$ cat config.mk
export PLATFORM = sky130hd
export DESIGN_NAME = arbitro_mux_4x1_16b
export DESIGN_NICKNAME = d
export VERILOG_FILES = /design/src/rtl/arbitro_mux_4x1_16b.sv
export SDC_FILE = /design/constraint.sdc
export NUM_CORES = 1
export LEC_CHECK = 0
export BUFFER_PORTS_ARGS = -buffer_cell sky130_fd_sc_hd__buf_4
export CORE_MARGIN = 8
export CORE_UTILIZATION = 45
export DETAILED_ROUTE_END_ITERATION = 10
export GPL_TIMING_DRIVEN = 0
export PLACE_DENSITY = 0.92
export SLEW_MARGIN = 0
export SYNTH_ARGS = -nofsm -noshare
export SYNTH_HDL_FRONTEND = slang
export SYNTH_SLANG_ARGS = --single-unit
export TNS_END_PERCENT = 5
$ cat constraint.sdc
create_clock -name clock -period 3.5 [get_ports clock]
set_input_delay 0.525 -clock clock [delete_from_list [all_inputs] [get_ports clock]]
set_output_delay 0.525 -clock clock [all_outputs]
set_load 0.02 [all_outputs]
$ cat src/rtl/arbitro_mux_4x1_16b.sv
// Round-robin arbiter for four requesters driving a shared 4x1 data mux.
// Grants carry a bounded hold time so a busy requester cannot starve the others.
module arbitro_mux_4x1_16b #(
  parameter int LARGURA   = 16,
  parameter int MAX_POSSE = 8
) (
  input  logic               clock,
  input  logic               reset,
  input  logic [3:0]         requisicao,
  input  logic [LARGURA-1:0] entrada_0,
  input  logic [LARGURA-1:0] entrada_1,
  input  logic [LARGURA-1:0] entrada_2,
  input  logic [LARGURA-1:0] entrada_3,
  output logic [3:0]         concessao,
  output logic [1:0]         controle_mux,
  output logic [LARGURA-1:0] saida,
  output logic               saida_valida
);

  typedef enum logic {
    OCIOSO    = 1'b0,
    CONCEDIDO = 1'b1
  } estado_t;

  estado_t     estado_r;
  estado_t     estado_prox_s;
  logic [1:0]  ultimo_r;
  logic [1:0]  ultimo_prox_s;
  logic [7:0]  contador_r;
  logic [7:0]  contador_prox_s;
  logic [3:0]  concessao_prox_s;
  logic [1:0]  controle_prox_s;
  logic [1:0]  vencedor_s;
  logic        liberar_s;

  // Search starts just after the last winner and ends on it, so a lone holder is re-granted.
  function automatic logic [1:0] buscar_vencedor(input logic [3:0] req, input logic [1:0] ultimo);
    logic [1:0] idx;
    logic [1:0] venc;
    logic       achou;
    venc  = ultimo;
    achou = 1'b0;
    for (int k = 1; k <= 4; k++) begin
      idx = ultimo + 2'(k);
      if (!achou && req[idx]) begin
        venc  = idx;
        achou = 1'b1;
      end
    end
    return venc;
  endfunction

  assign vencedor_s   = buscar_vencedor(requisicao, ultimo_r);
  assign liberar_s    = (requisicao[controle_mux] == 1'b0) || (contador_r == 8'(MAX_POSSE - 1));
  assign saida_valida = (estado_r == CONCEDIDO);

  // Next-state and next-grant decision.
  always_comb begin
    estado_prox_s    = estado_r;
    ultimo_prox_s    = ultimo_r;
    contador_prox_s  = contador_r;
    concessao_prox_s = concessao;
    controle_prox_s  = controle_mux;
    case (estado_r)
      OCIOSO: begin
        if (requisicao != 4'b0000) begin
          estado_prox_s    = CONCEDIDO;
          concessao_prox_s = 4'b0001 << vencedor_s;
          controle_prox_s  = vencedor_s;
          ultimo_prox_s    = vencedor_s;
          contador_prox_s  = 8'd0;
        end else begin
          estado_prox_s    = OCIOSO;
        end
      end
      CONCEDIDO: begin
        if (!liberar_s) begin
          contador_prox_s  = contador_r + 8'd1;
        end else if (requisicao != 4'b0000) begin
          estado_prox_s    = CONCEDIDO;
          concessao_prox_s = 4'b0001 << vencedor_s;
          controle_prox_s  = vencedor_s;
          ultimo_prox_s    = vencedor_s;
          contador_prox_s  = 8'd0;
        end else begin
          // Mux select keeps its last value while idle.
          estado_prox_s    = OCIOSO;
          concessao_prox_s = 4'b0000;
        end
      end
      default: begin
        estado_prox_s    = OCIOSO;
        concessao_prox_s = 4'b0000;
      end
    endcase
  end

  // State, pointer, hold counter and registered grant outputs.
  always_ff @(posedge clock) begin
    if (reset) begin
      estado_r     <= OCIOSO;
      ultimo_r     <= 2'b11;
      contador_r   <= 8'd0;
      concessao    <= 4'b0000;
      controle_mux <= 2'b00;
    end else begin
      estado_r     <= estado_prox_s;
      ultimo_r     <= ultimo_prox_s;
      contador_r   <= contador_prox_s;
      concessao    <= concessao_prox_s;
      controle_mux <= controle_prox_s;
    end
  end

  // Data path follows the granted input combinationally.
  always_comb begin
    saida = {LARGURA{1'b0}};
    if (saida_valida) begin
      case (controle_mux)
        2'd0:    saida = entrada_0;
        2'd1:    saida = entrada_1;
        2'd2:    saida = entrada_2;
        2'd3:    saida = entrada_3;
        default: saida = {LARGURA{1'b0}};
      endcase
    end else begin
      saida = {LARGURA{1'b0}};
    end
  end

endmodule

==> metrics.md, run 1 <==
| Metric | Value |
|---|---|
| Status | `finished, final reports clean` |
| Detail Route Antenna Nets | `0` |
| WL final | `5240 um` |
| Final estimated routing congestion in global placement | `0.819` |
| Commonest cells post-synth | `dfxtp_1 (17), and2_1 (16), mux4_2 (11), nand2_1 (11), a31oi_1 (7)` |
| Synth async-reset ratio | `0%` |
| CP startpoint kind | `flop` |
| Pwr Total | `0.681 mW` |
| Syn_area_per_cell | `10.7 sq um` |
| Latest clock arrival within the worst-skew pair | `310 ps` |
| Post-CTS sizing | `0` |
| RSZ-0062 raised after global routing | `false` |
| Layout cells sized above 1 | `52.4%` |
| Synth area leaders | `dfxtp_1 (24%), mux4_2 (18%), mux4_1 (11%), and2_1 (7.1%), a31oi_1 (3.1%)` |
| Post-synthesis register bit count | `17` |
| Largest net degree at the start of global routing | `12` |
| Grt total ovfl | `0` |
| Max clock buf depth | `2` |
| PortBufs | `92` |
| Root Buffer | `clkbuf_4` |
| Crit share post-route | `73.7%` |
| Post-Syn Area | `1400 sq um` |
| Pre-antenna DRT Iters | `4` |
| Worst setup margin | `920 ps` |
| Hold Path Class | `reg -> reg` |
| Final Hold Vio Count | `0` |
| Die area | `5160 sq um` |
| Count of pins over their slew limit | `0` |
| Seq/Total Area, Yosys | `24.2%` |
| Nets | `299` |
| Slew HR | `60.4%` |
| Detailed-route via count | `1553` |
| Post-synth EDFFs | `0` |
| Die Height | `71.9 um` |
| Num CTS Buffers | `3` |
| Worst-Margin Slew | `589 ps` |
| Htree depth | `1` |
| Synth Net Count | `202` |
| Finished Cell Area | `2160 sq um` |
| Initial antenna violation count | `0` |
| Site Rows | `20` |
| Area Overhead vs Synth | `54.1%` |
| Synth Flop Type | `dfxtp_1` |
| Final core occ | `72.0%` |
| CTS clk-pin slew, worst paths | `90 ps` |
| Number of global-route vias before repair | `1507` |
| Pre-CTS setup slack | `1260 ps` |
| N_diodes | `0` |
| Number of distinct library cells after synthesis | `37` |
| Skew final | `12.8 ps` |
| CP max FO | `10` |
| Post-cts hold buffer count | `0` |
| Core area | `3000 sq um` |
| Most frequent cell after synthesis | `dfxtp_1` |
| CP endpoint kind | `output port` |
| HPWL Detailed | `4370 um` |
| PwrDens | `315 nW/um^2` |
| Crit path kind | `reg -> out` |
| Iter 0 DRT Violations | `51` |
| Clock sink count | `17` |
| Worst hold slack | `477 ps` |
| All-Layer GR Usage | `19.7%` |
| Final setup fails | `0` |
| Setup TNS Final | `0 ps` |
| Mapped Cells | `131` |
| Cell count after placement | `256` |
| Min cycle time layout | `2580 ps` |
| Leakage power total | `0.908 nW` |
| Final std cells w/o fill | `260` |
| CTS tree | `done` |
| Max Freq | `388 MHz` |
| Routed wire length per instance | `20.1 um` |
| Critical path required time | `2970 ps` |
| DR vias/cell | `5.97` |
| I/O pins | `93` |
| Placed instance area | `2140 sq um` |
| Peak VDD IR | `0.295 mV` |
| Post-synth top area share | `24.2%` |
| Max cap viols | `0` |
| Die X-Extent | `71.9 um` |
| DRC | `0` |
| Largest area contributor in the netlist | `dfxtp_1` |
| Post-CTS Setup Repair Bufs | `0` |
| First-pass GRT wire length | `7890 um` |
| Starting density of the core | `46.7%` |
| CP arrival | `2050 ps` |
| Yosys warning count | `0` |
==> worst paths after layout <==
kind	from	to	slack [ps]	cells past startpoint
hold / removal	concessao[3]$_SDFFE_PP0P_	concessao[3]$_SDFFE_PP0P_	480	1
setup reg to reg	controle_mux[0]$_SDFFE_PP0P_	ultimo_r[1]$_SDFFE_PP1P_	1610	6
hold reg to reg	concessao[3]$_SDFFE_PP0P_	concessao[3]$_SDFFE_PP0P_	480	1
setup / recovery	controle_mux[1]$_SDFFE_PP0P_	saida[8]	920	5
==> power breakdown <==
part	total [mW]	switching (mW)	leakage, nW	internal [mW]
combinational	0.349	0.153	0.751	0.196
clock	0.110	0.0670	0.0177	0.0428
sequential	0.222	0.0135	0.139	0.208
==> cells in the final DEF, fill, tap and decap left out, drive strengths merged, types with 2 or more instances in the layout <==
cell type	Yosys	routed
o311ai	2	2
and2	16	16
nand2	11	11
nor2	4	4
o21ai	2	2
a21oi	3	3
dfxtp	17	17
nor3	2	2
nand2b	5	5
or3	5	5
a211oi	2	2
mux4	17	17
nand3	6	6
nand3b	2	2
mux2i	2	2
buf	4	96
clkbuf	4	7
or4	3	3
or2	2	2
a32o	4	4
a31oi	7	7
==> routing by layer <==
layer	vias to the layer above	GRT usage, %	share of wire [%]
met5	-	0	0
met4	0	7.26	1.5
met3	7	6.14	11
met2	92	33.7	49
met1	732	22.3	39
li1	722	-	-
==> logic make-up (layout without fill, tap and decap cells) <==
family / Yosys count / after routing / share of synthesized area, %
simple gates: 58 / 58 / 24.5
compound gates: 26 / 26 / 15.6
mux: 20 / 20 / 31.1
flops: 17 / 17 / 24.2
buf+inv: 9 / 105 / 3.65
fa+ha+maj: 1 / 1 / 0.891
==> sequential cells by signal, summed over array words and instances, names as in the netlist <==
signal / cells
concessao: 4
contador_r: 8
controle_mux: 2
saida_valida: 1
ultimo_r: 2
==> area by class of cell <==
type	count	area, sq um
buffer	8	47.5
multi-input combinational	105	1010
fill	231	840
inverter	1	3.75
tap	33	41.3
clock buffer	3	22.5
timing repair buffer	92	691
sequential	17	340
clock inverter	1	5.00
==> critical path: stages, from the launching register on <==
cell and delay [ps]:
dfxtp_1 350, buf_2 230, clkbuf_1 460, mux4_2 390, and2_1 170, buf_4 150
Power figures use the tool's default switching activity.
==> inputs of run 2 (changes only) <==
- CORE_UTILIZATION: 45 -> 38
- PLACE_DENSITY: 0.92 -> 0.84
- clock period: 3.5 -> 2.1 ns (I/O delays scaled with it)
==> metrics.md, run 2 (synthesis gave the netlist of run 1 again) <==
| Metric | Value |
|---|---|
| Worst-Margin Slew | `581 ps (-7.22 ps)` |
| Grt total ovfl | `0 (unchanged)` |
| Top Family by Delay on Critical Path | `multiplexers` |
| Htree depth | `1 (unchanged)` |
| R2r endpoint | `ultimo_r[1]$_SDFFE_PP1P_` |
| CTS clk-pin slew, worst paths | `70 ps (-20 ps)` |
| Initial antenna violation count | `0 (unchanged)` |
| Largest reg by FF count | `contador_r` |
| CP startpoint kind | `flop` |
| Status | `finished, final reports clean` |
| CP Cell Sequence | `buf_8 -> mux4_1 -> and2_1 -> buf_4` |
| Largest net degree at the start of global routing | `19 (+7)` |
| PortBufs | `92 (unchanged)` |
| Detailed-route via count | `1473 (-5.2%)` |
| All-Layer GR Usage | `16.1% (-3.6 points)` |
| Critical path required time | `1780 ps (-1190 ps)` |
| Detail Route Antenna Nets | `0 (unchanged)` |
| CTS tree | `done` |
| I/O pins | `93 (unchanged)` |
| DRC | `0 (unchanged)` |
| Worst r2r src | `controle_mux[0]$_SDFFE_PP0P_` |
| Skew final | `4.79 ps (-8.04 ps)` |
| CP max-delay cell | `mux4_1` |
| Iter 0 DRT Violations | `46 (-9.8%)` |
| FF/Latch Area | `340 sq um (unchanged)` |
| Final setup fails | `0 (unchanged)` |
| CP endpoint kind | `output port` |
| WL final | `4960 um (-5.2%)` |
| DR vias/cell | `5.38 (-10%)` |
| Die area | `5900 sq um (+14%)` |
| Hold Path Class | `in -> reg` |
| Worst R2R Path Depth | `6 (unchanged)` |
| Number of global-route vias before repair | `1426 (-5.4%)` |
| HPWL Detailed | `4120 um (-5.8%)` |
| Max Freq | `493 MHz` |
| Crit path kind | `reg -> out` |
| Max cap viols | `0 (unchanged)` |
| Largest regs | `contador_r: 8 flops, concessao: 4 flops` |
| Most Crowded Layer GR | `met2` |
| M3 GR Usage | `5.13% (-1.0 points)` |
| Clock sink count | `17 (unchanged)` |
| Peak VDD IR | `0.466 mV (+58%)` |
| Site Rows | `22 (+10%)` |
| Final Hold Vio Count | `0 (unchanged)` |
| Leakage power total | `0.913 nW (+0.60%)` |
| Commonest non-fill, non-tap cell in the layout | `buf_4` |
| Slew HR | `60.9% (+0.49 points)` |
| Layout cells sized above 1 | `52.2% (-0.21 points)` |
| Min cycle time layout | `2030 ps` |
| Pre-antenna DRT Iters | `4 (unchanged)` |
| Hold Crit Depth | `3 (+2)` |
| Count of pins over their slew limit | `0 (unchanged)` |
| Crit share post-route | `96.6%` |
| Met1 usage | `19.7% (-2.7 points)` |
| Register-to-Register Setup Slack | `160 ps (-1450 ps)` |
| Nets | `298 (-0.33%)` |
| CP max FO | `18 (+8)` |
| Num CTS Buffers | `3 (unchanged)` |
| Die Height | `76.8 um (+6.9%)` |
| N_diodes | `0 (unchanged)` |
| Max clock buf depth | `2 (unchanged)` |
| WP buf/inv | `2 (-1)` |
| Crit. Startpoint | `controle_mux[0]$_SDFFE_PP0P_` |
| Latest clock arrival within the worst-skew pair | `260 ps (-50 ps)` |
| Filler cells | `318 (+38%)` |
| RSZ-0062 raised after global routing | `false` |
| Footprint of the multi-input gates | `1010 sq um (unchanged)` |
| CP arrival | `1710 ps (-340 ps)` |
| End point of the worst hold path | `ultimo_r[1]$_SDFFE_PP1P_` |
| Starting density of the core | `38.9% (-7.8 points)` |
| Core area | `3610 sq um (+20%)` |
| Worst hold start | `reset` |
| Final estimated routing congestion in global placement | `0.802 (-2.1%)` |
| First-pass GRT wire length | `7790 um (-1.2%)` |
| Commonest non-fill, non-tap cells in the layout | `buf_4 (93), dfxtp_1 (17), and2_1 (16)` |
| Setup TNS Final | `0 ps (unchanged)` |
| GRT met2 Usage | `26.5% (-7.2 points)` |
| Worst hold slack | `356 ps (-121 ps)` |
| Root Buffer | `clkbuf_8` |
| Finished Cell Area | `2200 sq um (+1.8%)` |
| PwrDens | `545 nW/um^2 (+73%)` |
| Die X-Extent | `76.8 um (+6.9%)` |
| Area Overhead vs Synth | `56.9%` |
| CP max stage delay | `560 ps (+100 ps)` |
| Placed instance area | `2150 sq um (+0.88%)` |
| Number of flip-flops under the largest register name | `8 (unchanged)` |
| Routed wire length per instance | `18.1 um (-10%)` |
run 2: repair_timing:
item	4_1_cts	5_1_grt
gates resized for setup	2	2
hold buffers	0	0
endpoints found under the setup margin	9	5
buffers inserted	0	0
run 2: worst max path at each step:
| stage | to | slack (ps) | cells past startpoint |
|---|---|---|---|
| global route | saida[2] | 0.5 | 4 |
| detailed placement | saida[10] | 4 | 5 |
| floorplan | saida[10] | 140 | 4 |
| global placement | saida[13] | 90 | 5 |
| CTS | saida[10] | 20 | 5 |
| finish | saida[4] | 70 | 4 |
run 2: per-layer routing:
metal / routed length, um / part of all wire [%]
met1: 2070 / 42
met2: 2440 / 49
met3: 428 / 8.6
met4: 27 / 0.54
met5: 0 / 0
run 2: final cells by class:
cell class	count	area share (%)
Multi-Input combinational cell	105	46.0
Timing Repair Buffer	92	31.4
Sequential cell	17	15.5
Tap cell	48	2.73
Buffer	7	2.27
Clock buffer	4	2.05
Inverter	1	0.170
run 2: report_power, final:
| part | leakage [nW] | switching [mW] | internal, mW |
|---|---|---|---|
| Sequential | 0.139 | 0.0212 | 0.348 |
| Clock | 0.0228 | 0.113 | 0.135 |
| Combinational | 0.751 | 0.253 | 0.330 |
run 2: worst register-to-register path: stages, from the launching register on:
cell and delay, ps:
dfxtp_1 360, buf_8 210, mux4_2 580, o311a_4 180, buf_6 150, o21ai_0 160
o311ai_0 140
run 2: metrics by stage:
stage               std cells  total power [mW]  setup slack, ps  utilization (%)
floorplan                 131             0.718              143                -
global placement          271             0.946             89.0             59.8
detailed placement        271             0.961             3.77             59.8
CTS                       274              1.21             24.6             61.0
global route              274              1.26            0.510             61.1
finish                    274              1.20             71.2             61.1
